File: src/rtl/sc_statemachine_jug.sv
// Moore control FSM for the sliding-player game: clear, load, shift and crash sequencing.
// Optional JUG_AUTOREPEAT_EN adds a hold-to-repeat counter in RELEASE_0.
module sc_statemachine_jug #(
    parameter int          DATAWIDTH     = 8,
    parameter logic [23:0] REPEAT_CYCLES = 24'd5000000
) (
    input  logic                 SC_STATEMACHINE_JUG_CLOCK_50,
    input  logic                 SC_STATEMACHINE_JUG_RESET_InHigh,
    input  logic                 SC_STATEMACHINE_JUG_left_InLow,
    input  logic                 SC_STATEMACHINE_JUG_right_InLow,
    input  logic                 SC_STATEMACHINE_JUG_crash_InLow,
    input  logic                 SC_STATEMACHINE_JUG_restart_InLow,
    input  logic [DATAWIDTH-1:0] SC_STATEMACHINE_JUG_data_InBUS,
    output logic                 SC_STATEMACHINE_JUG_clear_OutLow,
    output logic                 SC_STATEMACHINE_JUG_load0_OutLow,
    output logic                 SC_STATEMACHINE_JUG_load1_OutLow,
    output logic [1:0]           SC_STATEMACHINE_JUG_shiftselection_Out
);

    typedef enum logic [2:0] {
        RESET_0, START_0, CHECK_0, LEFT_0, RIGHT_0, RELEASE_0, CRASH_0, LOCK_0
    } stateT;

    stateT state, stateNext;

    logic leftPressed, rightPressed, crashActive, restartActive;
    logic leftOk, rightOk, bothReleased;
    logic repeatToLeft, repeatToRight;
    logic unusedBits;

    assign leftPressed   = ~SC_STATEMACHINE_JUG_left_InLow;
    assign rightPressed  = ~SC_STATEMACHINE_JUG_right_InLow;
    assign crashActive   = ~SC_STATEMACHINE_JUG_crash_InLow;
    assign restartActive = ~SC_STATEMACHINE_JUG_restart_InLow;
    assign bothReleased  = ~leftPressed & ~rightPressed;

    // A single press only; the player may not move past either edge of the register.
    assign leftOk  = leftPressed & ~rightPressed & ~SC_STATEMACHINE_JUG_data_InBUS[DATAWIDTH-1];
    assign rightOk = rightPressed & ~leftPressed & ~SC_STATEMACHINE_JUG_data_InBUS[0];

    assign unusedBits = ^{SC_STATEMACHINE_JUG_data_InBUS, REPEAT_CYCLES};

`ifdef JUG_AUTOREPEAT_EN
    logic [23:0] repeatCount;
    logic        repeatLeft;
    logic        holdSame, repeatFire;

    assign holdSame   = repeatLeft ? (leftPressed & ~rightPressed) : (rightPressed & ~leftPressed);
    assign repeatFire = holdSame && (repeatCount == REPEAT_CYCLES - 24'd1);
    assign repeatToLeft  = repeatFire & repeatLeft & ~SC_STATEMACHINE_JUG_data_InBUS[DATAWIDTH-1];
    assign repeatToRight = repeatFire & ~repeatLeft & ~SC_STATEMACHINE_JUG_data_InBUS[0];

    // Direction is latched while in LEFT_0/RIGHT_0 so RELEASE_0 knows which button to time.
    always_ff @(posedge SC_STATEMACHINE_JUG_CLOCK_50) begin
        if (SC_STATEMACHINE_JUG_RESET_InHigh) begin
            repeatCount <= '0;
            repeatLeft  <= 1'b0;
        end else begin
            if (state == LEFT_0)
                repeatLeft <= 1'b1;
            else if (state == RIGHT_0)
                repeatLeft <= 1'b0;

            if (state == RELEASE_0 && holdSame && !repeatFire)
                repeatCount <= repeatCount + 24'd1;
            else
                repeatCount <= '0;
        end
    end
`else
    assign repeatToLeft  = 1'b0;
    assign repeatToRight = 1'b0;
`endif

    always_ff @(posedge SC_STATEMACHINE_JUG_CLOCK_50) begin
        if (SC_STATEMACHINE_JUG_RESET_InHigh)
            state <= RESET_0;
        else
            state <= stateNext;
    end

    always_comb begin
        stateNext = state;
        case (state)
            RESET_0:  stateNext = START_0;
            START_0:  stateNext = CHECK_0;
            CHECK_0: begin
                if (crashActive)
                    stateNext = CRASH_0;
                else if (leftOk)
                    stateNext = LEFT_0;
                else if (rightOk)
                    stateNext = RIGHT_0;
            end
            LEFT_0:   stateNext = RELEASE_0;
            RIGHT_0:  stateNext = RELEASE_0;
            RELEASE_0: begin
                if (crashActive)
                    stateNext = CRASH_0;
                else if (bothReleased)
                    stateNext = CHECK_0;
                else if (repeatToLeft)
                    stateNext = LEFT_0;
                else if (repeatToRight)
                    stateNext = RIGHT_0;
            end
            CRASH_0:  stateNext = LOCK_0;
            LOCK_0: begin
                if (restartActive)
                    stateNext = RESET_0;
            end
            default:  stateNext = RESET_0;
        endcase
    end

    always_comb begin
        SC_STATEMACHINE_JUG_clear_OutLow       = 1'b1;
        SC_STATEMACHINE_JUG_load0_OutLow       = 1'b1;
        SC_STATEMACHINE_JUG_load1_OutLow       = 1'b1;
        SC_STATEMACHINE_JUG_shiftselection_Out = 2'b00;
        case (state)
            RESET_0:  SC_STATEMACHINE_JUG_clear_OutLow       = 1'b0;
            START_0:  SC_STATEMACHINE_JUG_load0_OutLow       = 1'b0;
            LEFT_0:   SC_STATEMACHINE_JUG_shiftselection_Out = 2'b01;
            RIGHT_0:  SC_STATEMACHINE_JUG_shiftselection_Out = 2'b10;
            CRASH_0:  SC_STATEMACHINE_JUG_load1_OutLow       = 1'b0;
            default:  ;
        endcase
    end

endmodule

File: config.mk
export PLATFORM = sky130hd
export DESIGN_NAME = sc_statemachine_jug
export DESIGN_NICKNAME = d
export VERILOG_FILES = /design/src/rtl/sc_statemachine_jug.sv
export SDC_FILE = /design/constraint.sdc
export NUM_CORES = 1
export LEC_CHECK = 0
export CAP_MARGIN = 30
export CORE_AREA = 2 2 39 41
export CTS_CLUSTER_SIZE = 16
export DETAILED_ROUTE_END_ITERATION = 10
export DIE_AREA = 0 0 41 43
export DONT_BUFFER_PORTS = 1
export PLACE_DENSITY_LB_ADDON = 0.1
export SETUP_SLACK_MARGIN = 0.05
export SYNTH_ARGS = -nofsm -noshare
export SYNTH_HDL_FRONTEND = slang
export SYNTH_SLANG_ARGS = --single-unit
File: constraint.sdc
create_clock -name SC_STATEMACHINE_JUG_CLOCK_50 -period 1.7 [get_ports SC_STATEMACHINE_JUG_CLOCK_50]
set_clock_uncertainty 0.1 [all_clocks]
set_input_delay 0.34 -clock SC_STATEMACHINE_JUG_CLOCK_50 [delete_from_list [all_inputs] [get_ports SC_STATEMACHINE_JUG_CLOCK_50]]
set_output_delay 0.34 -clock SC_STATEMACHINE_JUG_CLOCK_50 [all_outputs]
set_load 0.02 [all_outputs]
* Word-level counts from Yosys, hierarchy flattened *
Index checks and enable logic that the tools add are counted.

operators by class
  bitwise logic cells = 9
  equal/unequal tests = 10
  muxes and demuxes = 11
  reductions and logical operators = 3

operators with widths
  operator                                                         number
  3-bit one-hot mux with 7 select lines                            1
  3-bit 2-to-1 mux                                                 6
  3-bit == test, second input constant                             4
  3-bit by 2-bit == test with 1-bit output, second input constant  2
  1-bit AND                                                        5
  4-bit != test, second input constant                             1
  1-bit NOT                                                        4
  2-bit one-hot mux with 2 select lines                            1
  3-bit by 1-bit == test with 1-bit output, second input constant  1
  3-bit zero test                                                  1
  1-bit 2-to-1 mux                                                 3
  3-bit != test, second input constant                             1
  3-bit AND reduction                                              1
  2-bit != test, second input constant                             1
  2-bit OR reduction                                               1

word-level totals
  flip-flop bits (word level) = 3
  logic and storage cells = 34
  output and inout port bits = 5
  bits of input ports = 14

* Longest topological paths before layout *
  depth in word-level cells = 7
  gate-level depth with buffers = 5
  gate-level depth less buffers = 4

* Worst setup path after synthesis *
Ideal clock, no wire load.

  path kind = reg-to-output
  start = register state[0]
  end = output SC_STATEMACHINE_JUG_shiftselection_Out[0]
  path buffers = 1
  required time = 1.260 ns
  cell stages (with the launch flop) = 4
  setup slack = 0.370 ns
  arrival = 0.890 ns
  cells stage by stage = dfxtp_1 clkbuf_2 inv_1 nor2_1

on the way
  longest elaborated chain between the ends = 2
  elaborated cells on any way between the ends = 3
  those cells by class = eq/ne: 2; mux: 1

ends and longest elaborated chain
  item                                                                       RTL line  text
  start: declaration                                                         24        stateT state, stateNext;
  start signal: assignment                                                   79        state <= stateNext;
  3-bit == test or 3-bit by 2-bit == test with 1-bit output (tied branches)  121       case (state)
  2-bit one-hot mux with 2 select lines (*)                                  121
  end: declaration                                                           17        output logic [1:0] SC_STATEMACHINE_JUG_shiftselection_Out

Every way passes the cells marked *; elsewhere a longest branch is shown, timed or not.

* Final worst setup path *
  start = register state[1]
  end = output SC_STATEMACHINE_JUG_shiftselection_Out[0]

Same word-level chain as after synthesis.

==> impl_metrics.env <==
export IMPL_wl_um=698
export IMPL_layoutNonFillerInstCount=56
export IMPL_post_cts_setup_buffer_count=0
export IMPL_fin_crit_ns=1.54
export IMPL_required_ns=1.26
export IMPL_drive_above_1_share_pct=22.5
export IMPL_slew_violations=0
export IMPL_tritoncts="done"
export IMPL_hold_end="state[0]"
export IMPL_yosysTopAreaCellShare_pct=23.4
export IMPL_tightest_slew_ns=0.311
export IMPL_num_vias=271
export IMPL_powerDensity_nw_per_um2=1410
export IMPL_wire_per_inst_um=12.5
export IMPL_r2r_start="state[1]"
export IMPL_clk_path_buf_depth=2
export IMPL_route_antenna_remaining_nets=0
export IMPL_critical_path_class="flop to primary output"
export IMPL_peakVddDrop_mv=0.421
export IMPL_ys_ff_latch=3
export IMPL_initial_core_util_pct=18.5
export IMPL_hold_path_startpoint="SC_STATEMACHINE_JUG_RESET_InHigh"
export IMPL_drtIter0Drc=6
export IMPL_period_share_pct=90.4
export IMPL_critPathCaptureType="primary output"
export IMPL_largest_register_ffs=3
export IMPL_pre_cts_ws_ns=0.297
export IMPL_synth_edf_count=0
export IMPL_yosysMostFrequentCell="nand2_1"
export IMPL_setup_tns_ns=0
export IMPL_setup_viol=0
export IMPL_clock_sinks=3
export IMPL_firstDrtPassIters=3
export IMPL_cellLeakagePower_uw=0.000115
export IMPL_yosysWarnings=0
export IMPL_grt_pass1_wl_um=1130
export IMPL_routed_via_density=4.84
export IMPL_rr_endpoint="state[2]"
export IMPL_syn_to_final_growth_pct=22.4
export IMPL_synth_flop_cell="dfxtp_1"
export IMPL_h_tree_depth=1
export IMPL_cts_buffers=3
export IMPL_async_flop_share_pct=0
export IMPL_min_path_type="input port to flop"
export IMPL_maxCapViolations=0
export IMPL_grt_ovfl_total=0
export IMPL_hold_buffers=0
export IMPL_slew_headroom_pct=79.2
export IMPL_synth_area_leader_cell="dfxtp_1"
export IMPL_yosys_top_cells_count="5 x nand2_1, 3 x dfxtp_1, 3 x nor2_1"
export IMPL_port_buffers=0
export IMPL_final_area_sq_um=314
export IMPL_gp_congestion=0.642
export IMPL_die_w_um=41
export IMPL_synth_area_leaders="dfxtp_1 23%, nand2_1 7.3%, nor3b_1 5.9%"
export IMPL_reg_top3="state (3)"
export IMPL_grt_usage_pct=9.52
export IMPL_drc=0
export IMPL_cts_resized=0
export IMPL_num_io_pins=19
export IMPL_synth_cell_types=22
export IMPL_path_clk_slew_ns=0.04
export IMPL_syn_area_per_cell_sq_um=7.33
export IMPL_core_sq_um=1380
export IMPL_crit_fanout=8
export IMPL_max_freq_ghz=0.650
export IMPL_dp_hpwl_um=554
export IMPL_grt_pass1_vias=264
export IMPL_clk_latency_ns=0.23
export IMPL_die_area_sq_um=1760
export IMPL_nNetsFinal=55
export IMPL_hold_viol=0
export IMPL_synthesis_area_sq_um=256
export IMPL_crit_path_start_kind="flop"
export IMPL_yosysSeqAreaShare_pct=23.4
export IMPL_syn_instance_count=35
export IMPL_critPathArrivalTime_ns=1.10
export IMPL_dieHeight_um=43
export IMPL_grt_max_degree=9
export IMPL_place_inst=52
export IMPL_regMostFlops="state"
export IMPL_syn_num_nets=49
export IMPL_rr_worst_depth=4
export IMPL_status="complete, no violations"
export IMPL_hold_depth=1
export IMPL_fp_row_count=14
export IMPL_n_antenna_cell=0
export IMPL_reg2reg_slack_ns=0.30
export IMPL_place_area_sq_um=287
export IMPL_setup_slack_ns=0.163
export IMPL_grt_setup_unrepaired="false"
export IMPL_root_buffer="clkbuf_4"
export IMPL_antenna_found_initial=0
[routing by layer]
layer  track usage (%)  share of wire [%]  wire [um]  vias up
met2              12.8                 43        299        7
met3              5.24                9.0         63        0
met1              13.1                 48        335      123
met5                 0                  0          0        -
li1                  -                  -          -      141
met4              2.00                  0          0        0
[worst max path at each step]
stage | cells past startpoint | to | slack (ns) | from
after CTS | 3 | SC_STATEMACHINE_JUG_shiftselection_Out[0] | 0.11 | state[0]
final | 3 | SC_STATEMACHINE_JUG_shiftselection_Out[0] | 0.16 | state[1]
after detailed placement | 5 | state[2] | 0.30 | state[0]
after floorplan | 3 | SC_STATEMACHINE_JUG_shiftselection_Out[0] | 0.37 | state[0]
after global placement | 5 | state[2] | 0.31 | state[0]
after global routing | 3 | SC_STATEMACHINE_JUG_shiftselection_Out[0] | 0.05 | state[1]
[cell type report]
cell class	count	area (sq um)
well taps	16	20.0
flip-flops and latches	3	61.3
repair buffers	2	15.0
multi-input cells	29	184
inverters	2	7.51
clock buffers	4	26.3
fillers	174	1070
[worst max-delay path: stages (launching register included)]
cell and delay [ns]:
dfxtp_1 0.45, nand2b_1 0.16, nor2_1 0.11, buf_4 0.15
[kinds of logic (layout without fill, tap and decap cells)]
| group | after synthesis | after routing | share of synthesized area [%] |
|---|---|---|---|
| AOI/OAI and AO/OA | 9 | 9 | 23.4 |
| buffers and inverters | 3 | 8 | 4.88 |
| DFF | 3 | 3 | 23.4 |
| muxes | 1 | 1 | 4.39 |
| and+or+nand+nor | 19 | 19 | 43.9 |
[layout by cell type (no fill, tap or decap), drive strengths merged]
cell type and count:
a2111oi 1, and4 1, buf 2, nand2 5
o31ai 1, nor2 3, and2 1, nand2b 1
a31oi 1, o22ai 2, a21oi 2, nand3 1
nand3b 1, o311ai 1, nand4 2, clkbuf 4
inv 2, nor3b 3, o21ai 1, mux2 1
nor2b 1, dfxtp 3
[power breakdown]
part | switching (uW) | total (uW) | internal (uW)
clock | 34.7 | 123 | 87.8
sequential | 29.3 | 123 | 93.5
combinational | 123 | 199 | 75.6
total | 187 | 444 | 257
[metrics by stage]
stage / util (%) / hold slack, ns / total power, uW
after floorplan: - / 0.309 / 277
after global placement: 20.7 / 0.324 / 320
after detailed placement: 20.7 / 0.323 / 323
after CTS: 22.6 / 0.0758 / 453
after global routing: 22.7 / 0.0694 / 483
final: 22.7 / 0.0750 / 444
Power figures use the tool's default switching activity.
